`src/rtl/seg7_scan.sv`:
```
// rtl/seg7_scan.sv - multiplexed 7-segment scanner with per-frame digit snapshot
// Optional leading-zero blanking: define SEG7_LZB_EN.
module seg7_scan #(
  parameter int DIGITS   = 4,
  parameter int SCAN_DIV = 1000
) (
  input  logic                  clk,
  input  logic                  rst_n,
  input  logic [4*DIGITS-1:0]   i_digits,
  input  logic [DIGITS-1:0]     i_dp,
  input  logic                  i_blank,
  output logic [6:0]            o_seg,
  output logic                  o_dp,
  output logic [DIGITS-1:0]     o_an,
  output logic                  o_frame
);

  localparam int PW = (SCAN_DIV > 1) ? $clog2(SCAN_DIV) : 1;
  localparam int IW = (DIGITS > 1) ? $clog2(DIGITS) : 1;
  localparam logic [PW-1:0] PRE_MAX = PW'(SCAN_DIV - 1);
  localparam logic [IW-1:0] IDX_MAX = IW'(DIGITS - 1);

  logic [PW-1:0]       presc;
  logic [IW-1:0]       idx, idx_n;
  logic [4*DIGITS-1:0] snap_dig, snap_dig_n;
  logic [DIGITS-1:0]   snap_dp, snap_dp_n;
  logic                active;
  logic                tick;
  logic                frame_start;
  logic [3:0]          cur_dig;
  logic                cur_dp;
  logic                slot_blank;

  function automatic logic [6:0] seg_decode(input logic [3:0] d);
    case (d)
      4'd0:    seg_decode = 7'h3F;
      4'd1:    seg_decode = 7'h06;
      4'd2:    seg_decode = 7'h5B;
      4'd3:    seg_decode = 7'h4F;
      4'd4:    seg_decode = 7'h66;
      4'd5:    seg_decode = 7'h6D;
      4'd6:    seg_decode = 7'h7D;
      4'd7:    seg_decode = 7'h07;
      4'd8:    seg_decode = 7'h7F;
      4'd9:    seg_decode = 7'h6F;
      default: seg_decode = 7'h40;
    endcase
  endfunction

  // Next-cycle view of index and snapshot; at frame start digit 0 reads the live inputs.
  always_comb begin
    tick        = (presc == PRE_MAX);
    idx_n       = idx;
    snap_dig_n  = snap_dig;
    snap_dp_n   = snap_dp;
    frame_start = 1'b0;
    if (tick) begin
      idx_n       = (idx == IDX_MAX) ? '0 : idx + IW'(1);
      frame_start = (idx_n == '0);
    end
    if (frame_start) begin
      snap_dig_n = i_digits;
      snap_dp_n  = i_dp;
    end
    cur_dig = snap_dig_n[4*idx_n +: 4];
    cur_dp  = snap_dp_n[idx_n];
  end

`ifdef SEG7_LZB_EN
  logic [IW-1:0] hi, hi_n;

  // Highest nonzero digit of the frame, fixed at frame start.
  always_comb begin
    hi_n = hi;
    if (frame_start) begin
      hi_n = '0;
      for (int k = 0; k < DIGITS; k++) begin
        if (i_digits[4*k +: 4] != 4'd0) hi_n = IW'(k);
      end
    end
    slot_blank = (idx_n > hi_n) && !cur_dp;
  end

  always_ff @(posedge clk or negedge rst_n) begin
    if (!rst_n) hi <= '0;
    else        hi <= hi_n;
  end
`else
  assign slot_blank = 1'b0;
`endif

  always_ff @(posedge clk or negedge rst_n) begin
    if (!rst_n) begin
      presc    <= '0;
      idx      <= IDX_MAX;
      snap_dig <= '0;
      snap_dp  <= '0;
      active   <= 1'b0;
      o_an     <= '1;
      o_seg    <= 7'h7F;
      o_dp     <= 1'b1;
      o_frame  <= 1'b0;
    end else begin
      presc    <= tick ? '0 : presc + PW'(1);
      idx      <= idx_n;
      snap_dig <= snap_dig_n;
      snap_dp  <= snap_dp_n;
      o_frame  <= frame_start;
      if (tick) begin
        active <= 1'b1;
        o_seg  <= ~seg_decode(cur_dig);
        o_dp   <= ~cur_dp;
      end
      // Anodes follow blank every cycle, so release takes effect without waiting for a tick.
      if (i_blank || !(active || tick) || slot_blank) o_an <= '1;
      else                                            o_an <= ~(DIGITS'(1) << idx_n);
    end
  end

endmodule

```
`config.mk`:
```
export PLATFORM = sky130hd
export DESIGN_NAME = seg7_scan
export DESIGN_NICKNAME = d
export VERILOG_FILES = /design/src/rtl/seg7_scan.sv
export SDC_FILE = /design/constraint.sdc
export NUM_CORES = 1
export LEC_CHECK = 0
export ABC_AREA = 1
export CELL_PAD_IN_SITES_DETAIL_PLACEMENT = 1
export CELL_PAD_IN_SITES_GLOBAL_PLACEMENT = 1
export CORE_MARGIN = 1
export CORE_UTILIZATION = 43
export CTS_BUF_LIST = sky130_fd_sc_hd__clkbuf_4 sky130_fd_sc_hd__clkbuf_8 sky130_fd_sc_hd__clkbuf_16
export DETAILED_ROUTE_END_ITERATION = 6
export PLACE_DENSITY_LB_ADDON = 0.15
export SYNTH_ARGS = -nofsm -noshare
export SYNTH_HDL_FRONTEND = slang
export SYNTH_SLANG_ARGS = --single-unit
```
`constraint.sdc`:
```
create_clock -name clk -period 5.4 [get_ports clk]
set_input_delay 1.35 -clock clk [delete_from_list [all_inputs] [get_ports clk]]
set_output_delay 1.35 -clock clk [all_outputs]
set_load 0.05 [all_outputs]
```
==> key figures <==
Setup path
  • Worst EP arrival: 3270 ps
  • CP peak stage delay: 690 ps
  • Cell mode on critical path: nand2_1
  • Worst Setup Path Type: flip-flop to flip-flop
  • CP Launch Type: flip-flop
  • Crit end category: flip-flop
  • Critical path data required time: 5640 ps
  • Cells along the critical path: ha_1 > nand2_1 > inv_1 > nand3_4 > nor2_2 > nand2_1 > nand2_1 > nand2_1 > nand2_1 > nor2_1 > inv_1 > ha_1 > inv_1 > nand3_1 > nand3_1 > nand2_1 > nand2_1 > nand2_1
  • CP Max Fanout: 20
  • Slowest CP cell: nor2_2

Route
  • First drt pass iteration count: 4
  • Total Wirelength: 5.656 mm
  • Routed len/inst: 13.25 um
  • Routed Antenna Nets: 0
  • Routed via count: 2,049
  • Via density: 4.799
  • DRT iter0 DRCs: 87
  • # DRC: 0

Floorplan
  • I/O pins: 36
  • Effective utilization at floorplan: 45.01%
  • Row count: 27
  • Die Area: 6143 um2
  • Core ar.: 5574 um2
  • Die X: 78.38 um
  • Die height: 78.38 um

Power and ir drop
  • Pwr Density: 194.0 nW/um2
  • Power Total: 583.7 uW
  • P_leak: 1.500 nW
  • Worst vdd ir: 0.07683 mV

Yosys
  • Synthesized area: 2509 um2
  • Synth Flop Type: dfrtp_1
  • Yosys top cell by area: dfrtp_1
  • Compound-Gate Fraction of Synth Area: 5.387%
  • Adder-cell share of the synthesized area: 3.990%
  • Register area share after synthesis: 46.58%
  • Post-synth ARST share: 100.0%
  • XOR/XNOR Fraction of Synth Area: 0%
  • Post-Syn Instances: 317
  • EDFF count, synth: 0
  • Post-synthesis register bit count: 46
  • Synth cell types: 26
  • Post-Syn Area per Cell: 7.914 um2
  • Mux cell area share after synthesis: 0%
  • Largest family of logic cells by synthesized area: simple AND/OR/NAND/NOR gates
  • Area contributors post-synth: dfrtp_1, nand2_1, dfstp_2
  • Simple-gate share of the synthesized area: 35.36%
  • Area share of the largest cell type after synthesis: 31.92%
  • Syn Nets: 348
  • Yosys warns: 0

Run status
  • Status: completed

Placed design
  • Port buffer count: 35
  • Dpl hpwl: 4.179 mm
  • GPL Wtd Cong: 0.7878

GRT
  • Grt total ovfl: 0
  • GRT Overall Usage: 21.42%
  • Initial antenna violation count: 0
  • Vias in the first global route: 2,338
  • First-pass GRT wire length: 10.21 mm
  • Largest net degree at the start of global routing: 47

Worst hold path
  • Hold crit path type: flip-flop to flip-flop

CTS
  • Maximum buffer depth of the clock tree: 2
  • Clk_lat worst skew: 290 ps
  • Post_cts resized: 0
  • Num CTS Buffers: 5
  • CTS tree: done
  • H-tree depth: 2
  • Worst-path clk slew: 80 ps
  • Root Buffer: clkbuf_8
  • Setup Buffers After CTS: 0
  • Clk sink count: 46
  • Post-CTS Hold Buffers: 0

Run
  • # Max-Cap Violations: 0

Cells and area
  • Layout area overhead: 19.95%
  • Layout Utilization: 53.98%
  • Fillers: 682
  • N_diodes: 0
  • Commonest cells after routing, fill and taps aside: nand2_1, inv_1, clkdlybuf4s50_1
  • Most common cell after layout, fill and taps aside: nand2_1
  • Layout cells sized above 1: 16.90%
  • Multi-input logic area: 1122 um2
  • Final #Nets: 385
  • FF+latch area: 1169 um2

Timing
  • FMAX: 329.7 MHz
  • Post-route minimum period: 3033 ps
  • Clock Skew: 4.402 ps
  • Slew Viols, Final: 0
  • RSZ-0062 raised after global routing: false
  • Least-Margin Pin Slew: 1013 ps
  • Final setup viols: 0
  • Final period utilization: 56.17%
  • Worst slew margin: 32.49%
  • Setup tns final: 0 ps
  • Final hold vios: 0
==> through the flow <==
step	instances	hold WS [ps]	instance area [um2]	worst slack [ps]
2_1_floorplan	317	422.6	2509	2923
3_3_place_gp	419	436.2	2918	2293
3_5_place_dp	419	449.1	2918	2211
4_1_cts	427	469.0	3009	2321
5_1_grt	427	485.9	3009	1941
6_report	427	459.4	3009	2367
==> routing by layer <==
layer  track usage [%]  up-vias  share of wire [%]
met5                 0        -                  0
met4             6.667        0                1.4
met3             3.605        9                2.6
met2             39.74       26                 52
met1             24.98      979                 44
li1                  -     1035                  -
==> worst max-delay path, delay by kind of cell, from the launching register on <==
kind	cells	cell delay [ps]
flip-flops	1	380
buffers and inverters	3	380
AND/OR/NAND/NOR	13	1900
adder cells (fa/ha/maj)	2	330
==> flip-flops by register name, indices dropped and copies added (netlist names) <==
register / flops
idx: 2
o_seg: 7
o_dp: 1
o_frame: 1
snap_dp: 4
o_an: 4
snap_dig: 16
active: 1
presc: 10
==> kinds of logic (layout without fill, tap and decap cells) <==
| kind of cell | Yosys count | count (layout) |
|---|---|---|
| flops | 46 | 46 |
| fa+ha+maj | 8 | 8 |
| simple gates | 185 | 185 |
| compound gates | 24 | 24 |
| buf+inv | 54 | 92 |
==> final cells by class <==
| type | instances | area share [%] |
|---|---|---|
| repair buffers | 37 | 11.98 |
| multi-input cells | 217 | 37.30 |
| flip-flops and latches | 46 | 38.84 |
| clock buffers | 8 | 3.035 |
| well taps | 72 | 2.994 |
| inverters | 47 | 5.863 |
==> worst paths after layout <==
path                           from  slack [ps]  depth (start not counted)     endpoint
min                          active         460                          2       active
min reg2reg                  active         460                          2       active
min in group asynchronous     rst_n        1220                          1   snap_dp[0]
max in group asynchronous     rst_n        3540                          1  snap_dig[2]
max reg2reg                presc[0]        2370                         18     o_seg[0]
max                        presc[0]        2370                         18     o_seg[0]
==> cell usage after synthesis (7+ instances only) <==
cell type,instances
dfstp_2,14
ha_1,8
a21oi_1,7
nand3_1,15
dfrtp_1,32
nand2_1,106
nand2_4,7
nor2_1,28
nand2_2,13
inv_1,43
==> power by group <==
part / internal [mW] / total (mW) / leakage [nW] / switching [mW]
combinational: 0.0136 / 0.0226 / 0.944 / 0.00904
sequential: 0.345 / 0.345 / 0.506 / 0
clock: 0.107 / 0.216 / 0.0498 / 0.109
total: 0.465 / 0.584 / 1.50 / 0.118
(Power assumes the default switching activity.)
